[src/rtl/gated_clock_div_prog_if.sv]
// Configuration port bundle for gated_clock_div_prog.
//
// Handshake: the slave drives CFG_RDY high while its shadow slot is free.
// A write happens on a CLK_IN rising edge where CFG_EN=1 and CFG_RDY=1, and
// DIV_IN/HIGH_IN are sampled on that edge. CFG_EN while CFG_RDY=0 has no
// effect. CFG_ERR is a sticky status bit. It is set by a rejected write and
// cleared by the next accepted write.
interface gated_clock_div_prog_if #(
  parameter int width = 4
) ();
  logic [width-1:0] DIV_IN;
  logic [width-1:0] HIGH_IN;
  logic             CFG_EN;
  logic             CFG_RDY;
  logic             CFG_ERR;

  modport master (
    output DIV_IN,
    output HIGH_IN,
    output CFG_EN,
    input  CFG_RDY,
    input  CFG_ERR
  );

  modport slave (
    input  DIV_IN,
    input  HIGH_IN,
    input  CFG_EN,
    output CFG_RDY,
    output CFG_ERR
  );
endinterface

[src/rtl/gated_clock_div_prog.sv]
// Gated clock divider with a programmable period and high time.
// CLK_OUT is high for the last high_r counts of every div_r-count period.
// A clock-low transparent latch gates it, so gate changes never cut a pulse short.
// PREEDGE flags the CLK_IN cycle just before each CLK_OUT rising edge.
// New settings are staged in a shadow slot and applied only at the period wrap.
// Optional build macro: GATED_CLOCK_DIV_PROG_FREEZE_EN. When it is defined,
// the phase counter stops during the low phase while the gate is closed.
module gated_clock_div_prog #(
  parameter int width    = 4,
  parameter int DEF_DIV  = 3,
  parameter int DEF_HIGH = 1,
  parameter int OFFSET   = 0
) (
  input  logic                 CLK_IN,
  input  logic                 RST,
  input  logic                 CLK_GATE_IN,
  gated_clock_div_prog_if.slave cfg,
  output logic                 PREEDGE,
  output logic                 CLK_OUT,
  output logic                 CLK_GATE_OUT
);

  // Reset phase: OFFSET counts before the count that precedes the first high cycle.
  localparam logic [width-1:0] RST_CNTR = width'(DEF_DIV - DEF_HIGH - 1 - OFFSET);
  localparam logic [width-1:0] RST_DIV  = width'(DEF_DIV);
  localparam logic [width-1:0] RST_HIGH = width'(DEF_HIGH);
  localparam logic [width-1:0] ONE      = width'(1);
  localparam logic [width-1:0] TWO      = width'(2);

  logic [width-1:0] cntr_q, cntr_d;
  logic [width-1:0] div_q, div_d;
  logic [width-1:0] high_q, high_d;
  logic [width-1:0] pend_div_q, pend_div_d;
  logic [width-1:0] pend_high_q, pend_high_d;
  logic             pend_v_q, pend_v_d;
  logic             err_q, err_d;
  logic             new_gate_q;

  logic [width-1:0] low_len;
  logic             clk_div;
  logic             at_wrap;
  logic             cfg_wr;
  logic             cfg_legal;
  logic             hold;

  assign low_len   = div_q - high_q;
  assign clk_div   = (cntr_q >= low_len);
  assign at_wrap   = (cntr_q == (div_q - ONE));
  assign cfg_wr    = cfg.CFG_EN & ~pend_v_q;
  assign cfg_legal = (cfg.DIV_IN >= TWO) && (cfg.HIGH_IN >= ONE) && (cfg.HIGH_IN < cfg.DIV_IN);

`ifdef GATED_CLOCK_DIV_PROG_FREEZE_EN
  // The low phase is frozen while the gate is closed, so the first pulse after reopening is full width.
  assign hold = ~new_gate_q & ~clk_div;
`else
  assign hold = 1'b0;
`endif

  // Next state: advance or wrap the counter, apply pending settings at the wrap, accept config writes.
  always_comb begin
    cntr_d      = cntr_q;
    div_d       = div_q;
    high_d      = high_q;
    pend_div_d  = pend_div_q;
    pend_high_d = pend_high_q;
    pend_v_d    = pend_v_q;
    err_d       = err_q;
    if (hold) begin
      cntr_d = cntr_q;
    end else if (at_wrap) begin
      cntr_d = '0;
      if (pend_v_q) begin
        div_d    = pend_div_q;
        high_d   = pend_high_q;
        pend_v_d = 1'b0;
      end
    end else begin
      cntr_d = cntr_q + ONE;
    end
    // cfg_wr requires the slot to be empty, so it never coincides with an apply.
    if (cfg_wr) begin
      if (cfg_legal) begin
        pend_div_d  = cfg.DIV_IN;
        pend_high_d = cfg.HIGH_IN;
        pend_v_d    = 1'b1;
        err_d       = 1'b0;
      end else begin
        err_d = 1'b1;
      end
    end
  end

  // Divider state registers. Reset restores the default settings and discards any pending write.
  always_ff @(posedge CLK_IN or negedge RST) begin
    if (!RST) begin
      cntr_q      <= RST_CNTR;
      div_q       <= RST_DIV;
      high_q      <= RST_HIGH;
      pend_div_q  <= RST_DIV;
      pend_high_q <= RST_HIGH;
      pend_v_q    <= 1'b0;
      err_q       <= 1'b0;
    end else begin
      cntr_q      <= cntr_d;
      div_q       <= div_d;
      high_q      <= high_d;
      pend_div_q  <= pend_div_d;
      pend_high_q <= pend_high_d;
      pend_v_q    <= pend_v_d;
      err_q       <= err_d;
    end
  end

  // Gate latch: open while CLK_OUT is low and closed while CLK_OUT is high. Reset closes the gate.
  always_latch begin
    if (!RST) begin
      new_gate_q <= 1'b0;
    end else if (!(clk_div & new_gate_q)) begin
      new_gate_q <= CLK_GATE_IN;
    end
  end

  // Early rise indication. At a wrap with a load due, it is judged against the incoming settings.
  always_comb begin
    PREEDGE = 1'b0;
    if (!RST || hold) begin
      PREEDGE = 1'b0;
    end else if (pend_v_q && at_wrap) begin
      PREEDGE = ((pend_div_q - pend_high_q) == ONE);
    end else begin
      PREEDGE = (cntr_q == (low_len - ONE));
    end
  end

  assign CLK_OUT      = clk_div & new_gate_q;
  assign CLK_GATE_OUT = new_gate_q;
  assign cfg.CFG_RDY  = ~pend_v_q;
  assign cfg.CFG_ERR  = err_q;

endmodule

[src/flat_wrapper.sv]
// flat-port wrapper written by rule: the top's interface ports become plain ports
module gated_clock_div_prog_flat 
#(
  parameter int width    = 4,
  parameter int DEF_DIV  = 3,
  parameter int DEF_HIGH = 1,
  parameter int OFFSET   = 0
)
  (CLK_IN, RST, CLK_GATE_IN, PREEDGE, CLK_OUT, CLK_GATE_OUT, cfg_DIV_IN, cfg_HIGH_IN, cfg_CFG_EN, cfg_CFG_RDY, cfg_CFG_ERR);
  gated_clock_div_prog_if #(.width(width)) cfg_i ();
  input  logic CLK_IN;
  input  logic RST;
  input  logic CLK_GATE_IN;
  output logic PREEDGE;
  output logic CLK_OUT;
  output logic CLK_GATE_OUT;
  input wire logic [$bits(cfg_i.DIV_IN)-1:0] cfg_DIV_IN;
  input wire logic [$bits(cfg_i.HIGH_IN)-1:0] cfg_HIGH_IN;
  input wire logic [$bits(cfg_i.CFG_EN)-1:0] cfg_CFG_EN;
  output wire logic [$bits(cfg_i.CFG_RDY)-1:0] cfg_CFG_RDY;
  output wire logic [$bits(cfg_i.CFG_ERR)-1:0] cfg_CFG_ERR;
  assign cfg_i.DIV_IN = cfg_DIV_IN;
  assign cfg_i.HIGH_IN = cfg_HIGH_IN;
  assign cfg_i.CFG_EN = cfg_CFG_EN;
  assign cfg_CFG_RDY = cfg_i.CFG_RDY;
  assign cfg_CFG_ERR = cfg_i.CFG_ERR;
  gated_clock_div_prog #(.width(width), .DEF_DIV(DEF_DIV), .DEF_HIGH(DEF_HIGH), .OFFSET(OFFSET)) u_core (.CLK_IN(CLK_IN), .RST(RST), .CLK_GATE_IN(CLK_GATE_IN), .cfg(cfg_i), .PREEDGE(PREEDGE), .CLK_OUT(CLK_OUT), .CLK_GATE_OUT(CLK_GATE_OUT));
endmodule
[config.mk]
export PLATFORM = sky130hd
export DESIGN_NAME = gated_clock_div_prog_flat
export DESIGN_NICKNAME = d
export VERILOG_FILES = /design/src/rtl/gated_clock_div_prog_if.sv /design/src/rtl/gated_clock_div_prog.sv /design/src/flat_wrapper.sv
export SDC_FILE = /design/constraint.sdc
export NUM_CORES = 1
export LEC_CHECK = 0
export ABC_AREA = 1
export CAP_MARGIN = 20
export CORE_ASPECT_RATIO = 1.4
export CORE_MARGIN = 2
export CORE_UTILIZATION = 40
export CTS_BUF_LIST = sky130_fd_sc_hd__clkbuf_16
export CTS_CLUSTER_SIZE = 30
export DETAILED_ROUTE_END_ITERATION = 16
export PLACE_DENSITY = 0.64
export RECOVER_POWER = 25
export SETUP_SLACK_MARGIN = 0.1
export SYNTH_ARGS = -nofsm -noshare
export SYNTH_HDL_FRONTEND = slang
export SYNTH_SLANG_ARGS = --single-unit
[constraint.sdc]
create_clock -name CLK_IN -period 2.4 [get_ports CLK_IN]
set_input_delay 0.48 -clock CLK_IN [delete_from_list [all_inputs] [get_ports CLK_IN]]
set_output_delay 0.48 -clock CLK_IN [all_outputs]
set_load 0.1 [all_outputs]
==> impl_metrics.ini <==
[placed_design]
dp_hpwl_mm = 2.76
place.gp.congestion = 0.788
portBuffers = 16
placedCellCount = 285

[worst_setup_path]
critPathLaunchType = flop
arrival_ns = 2.70
critPathTopFamily = adder cells
slowest_delay_ns = 0.56
cp_max_fo = 2
crit_required_ns = 1.92
crit_path_top_delay_cell = dfstp_2
worstPathBufferInverterCount = 3
worstSetupPathType = reg2out
endpoint_kind = primary output
cp_cell_sequence = ha_4 -> inv_2 -> fa_1 -> inv_2 -> ha_4 -> o21ai_2 -> a21oi_1 -> nand2_1 -> nor2_1 -> nand3_1 -> a21oi_4 -> buf_12

[sta]
fin_setup_tns_ns = -1.50
worst_clock_skew_ns = 0.00351
rsz0062_at_grt = yes
relSlewSlack = 0.150
drv_slew = 0
untimed_endpoints = 2
worst_slew_pin_slew_ns = 1.27
hold_viol_final = 0
clock.fmax_ghz = 0.314
setup_violations = 2
unclocked_pins = 1
period_share = 1.33
fin_ws_ns = -0.783
layout_min_cycle_time_ns = 3.18

[clock_tree]
cts_inserted_buffers = 3
root_buffer = clkbuf_16
htree_levels = 1
max-clock-path-buffers = 2
clk_latency_ns = 0.25
clkTransAtPathRegs_ns = 0.06
cts_setup_buffers = 0
cts_tree = done
hold_buffers = 0

[die]
ios = 17
start_util = 0.414
num_rows = 27
die_x_um = 57.9
core_um2 = 3920
die-area_um2 = 4590
fp.dieH_um = 79.4

[synth]
ys_types = 29
yosys_warnings = 2
syn_nets = 238
syn-cell-area_um2 = 1620
synth_area_leaders = dfrtp_1, nand2_1, ha_1, dfstp_2, inv_1
yosysTopAreaCell = dfrtp_1
synth_top_area_share = 0.231
postSynthAreaPerCell_um2 = 7.77
ys_ff_latch = 23
syn_inst = 209

[detailed_routing]
firstDrtPassIters = 4
drcViolationCount = 0
vias_per_cell = 4.85
drtIter0Drc = 37
vias = 1401
wl_per_cell_um = 11.8
routed_wl_mm = 3.41
ant_nets = 0

[final_layout]
instances_no_fill = 289
synthToLayoutAreaGrowth_pct = 29.5
nFillCells = 367
final_nets = 276
antennaDiodeCount = 0
multi_input_area_um2 = 947
fin_util = 0.537
ff_latch_area_um2 = 574
drive_gt1_frac = 0.228
final_common_cell = nand2_1
layout_common_cells = nand2_1, inv_1, buf_4

[hold_path]
worst_hold_path_type = reg2reg

[global_routing]
overflow = 0
grtUsageTotal = 0.162
antenna_found_initial = 0
grt_max_degree = 25
grt_pass1_wl_mm = 5.68
grt_pass1_vias = 1319

[run]
maxCapViolCount = 0

[status]
violations = negative setup slack
status = finished with violations
-- worst register-to-register path, cell delays in order (launching register included) --
cell and delay, ns:
dfstp_2 0.53, inv_2 0.05, buf_4 0.14, ha_1 0.31, nand2_1 0.06, nand2_1 0.08
nor2_4 0.09, nand3_2 0.08, nor2_4 0.17, nand2_4 0.08, buf_4 0.20, nor2_1 0.18
a21oi_2 0.05
-- cell families after synthesis --
kind of cell | after synthesis | share of synthesized area
flops | 22 | 0.344
latches | 1 | 0.00924
xor+xnor | 8 | 0.0431
simple gates | 97 | 0.270
fa+ha+maj | 17 | 0.140
compound gates | 26 | 0.101
buf+inv | 38 | 0.0924
-- registers in the layout (all words and copies together), names as in the netlist --
signal,flops
u_core.pend_high_q,4
u_core.div_q,4
u_core.high_q,4
u_core.pend_v_q,1
u_core.CLK_GATE_OUT,1
u_core.cfg.CFG_ERR,1
u_core.cntr_q,4
u_core.pend_div_q,4
-- stage by stage --
| stage | hold WS [ns] | cell area [µm²] | setup slack [ns] |
|---|---|---|---|
| 2_1_floorplan | 0.184 | 1640 | -0.585 |
| 3_3_place_gp | 0.462 | 2000 | -0.433 |
| 3_5_place_dp | 0.463 | 2000 | -0.464 |
| 4_1_cts | 0.473 | 2070 | -0.750 |
| 5_1_grt | 0.498 | 2100 | -0.858 |
| 6_report | 0.481 | 2100 | -0.783 |
-- routing by layer --
layer	track usage	part of all wire	wire (µm)
met4	0.0651	0.024	82
met2	0.322	0.57	1950
met3	0.0146	0.026	87
met5	0	0	0
met1	0.166	0.38	1290
-- final timing paths --
kind	start	endpoint	slack [ns]	depth (start not counted)
max	u_core.high_q[0]	PREEDGE	-0.78	12
min	u_core.high_q[1]	u_core.high_q[1]	0.48	2
max reg2reg	u_core.div_q[0]	u_core.div_q[2]	0.27	12
min reg2reg	u_core.high_q[1]	u_core.high_q[1]	0.48	2
max in group asynchronous	RST	u_core.high_q[3]	0.50	2
min in group asynchronous	RST	u_core.cntr_q[2]	1.14	2
-- area by class of cell --
cell class / count / share of cell area
inverters: 36 / 0.0642
clock buffers: 3 / 0.0357
repair buffers: 35 / 0.149
flip-flops and latches: 23 / 0.273
multi-input cells: 148 / 0.450
clock inverters: 1 / 0.00178
well taps: 43 / 0.0256
-- synthesized netlist by cell type --
master / count
fa_1: 2
inv_2: 4
nand3_1: 17
xor2_1: 4
o21a_1: 2
o21ai_2: 4
buf_6: 1
dlxtp_1: 1
ha_1: 15
dfstp_2: 7
a21o_1: 1
nand3_2: 1
xnor2_1: 4
dfrtp_1: 15
nand4_1: 1
nand4_2: 1
a21oi_1: 7
nand2_1: 57
a21oi_2: 3
clkbuf_1: 1
o21ai_0: 9
nor2_1: 13
inv_1: 32
nor2_4: 2
and3_1: 1
nand2_2: 1
nor3b_1: 1
nand3b_1: 1
nand2_4: 1
-- repair_timing --
action	in CTS	in global routing
endpoints found under the hold margin	0	0
gates resized for setup	0	8
cloned	0	0
endpoints found under the setup margin	2	2
pin swaps	0	8
Power is not shown: default switching activity piles up to over one toggle a cycle in this logic, so the estimate is an artifact.
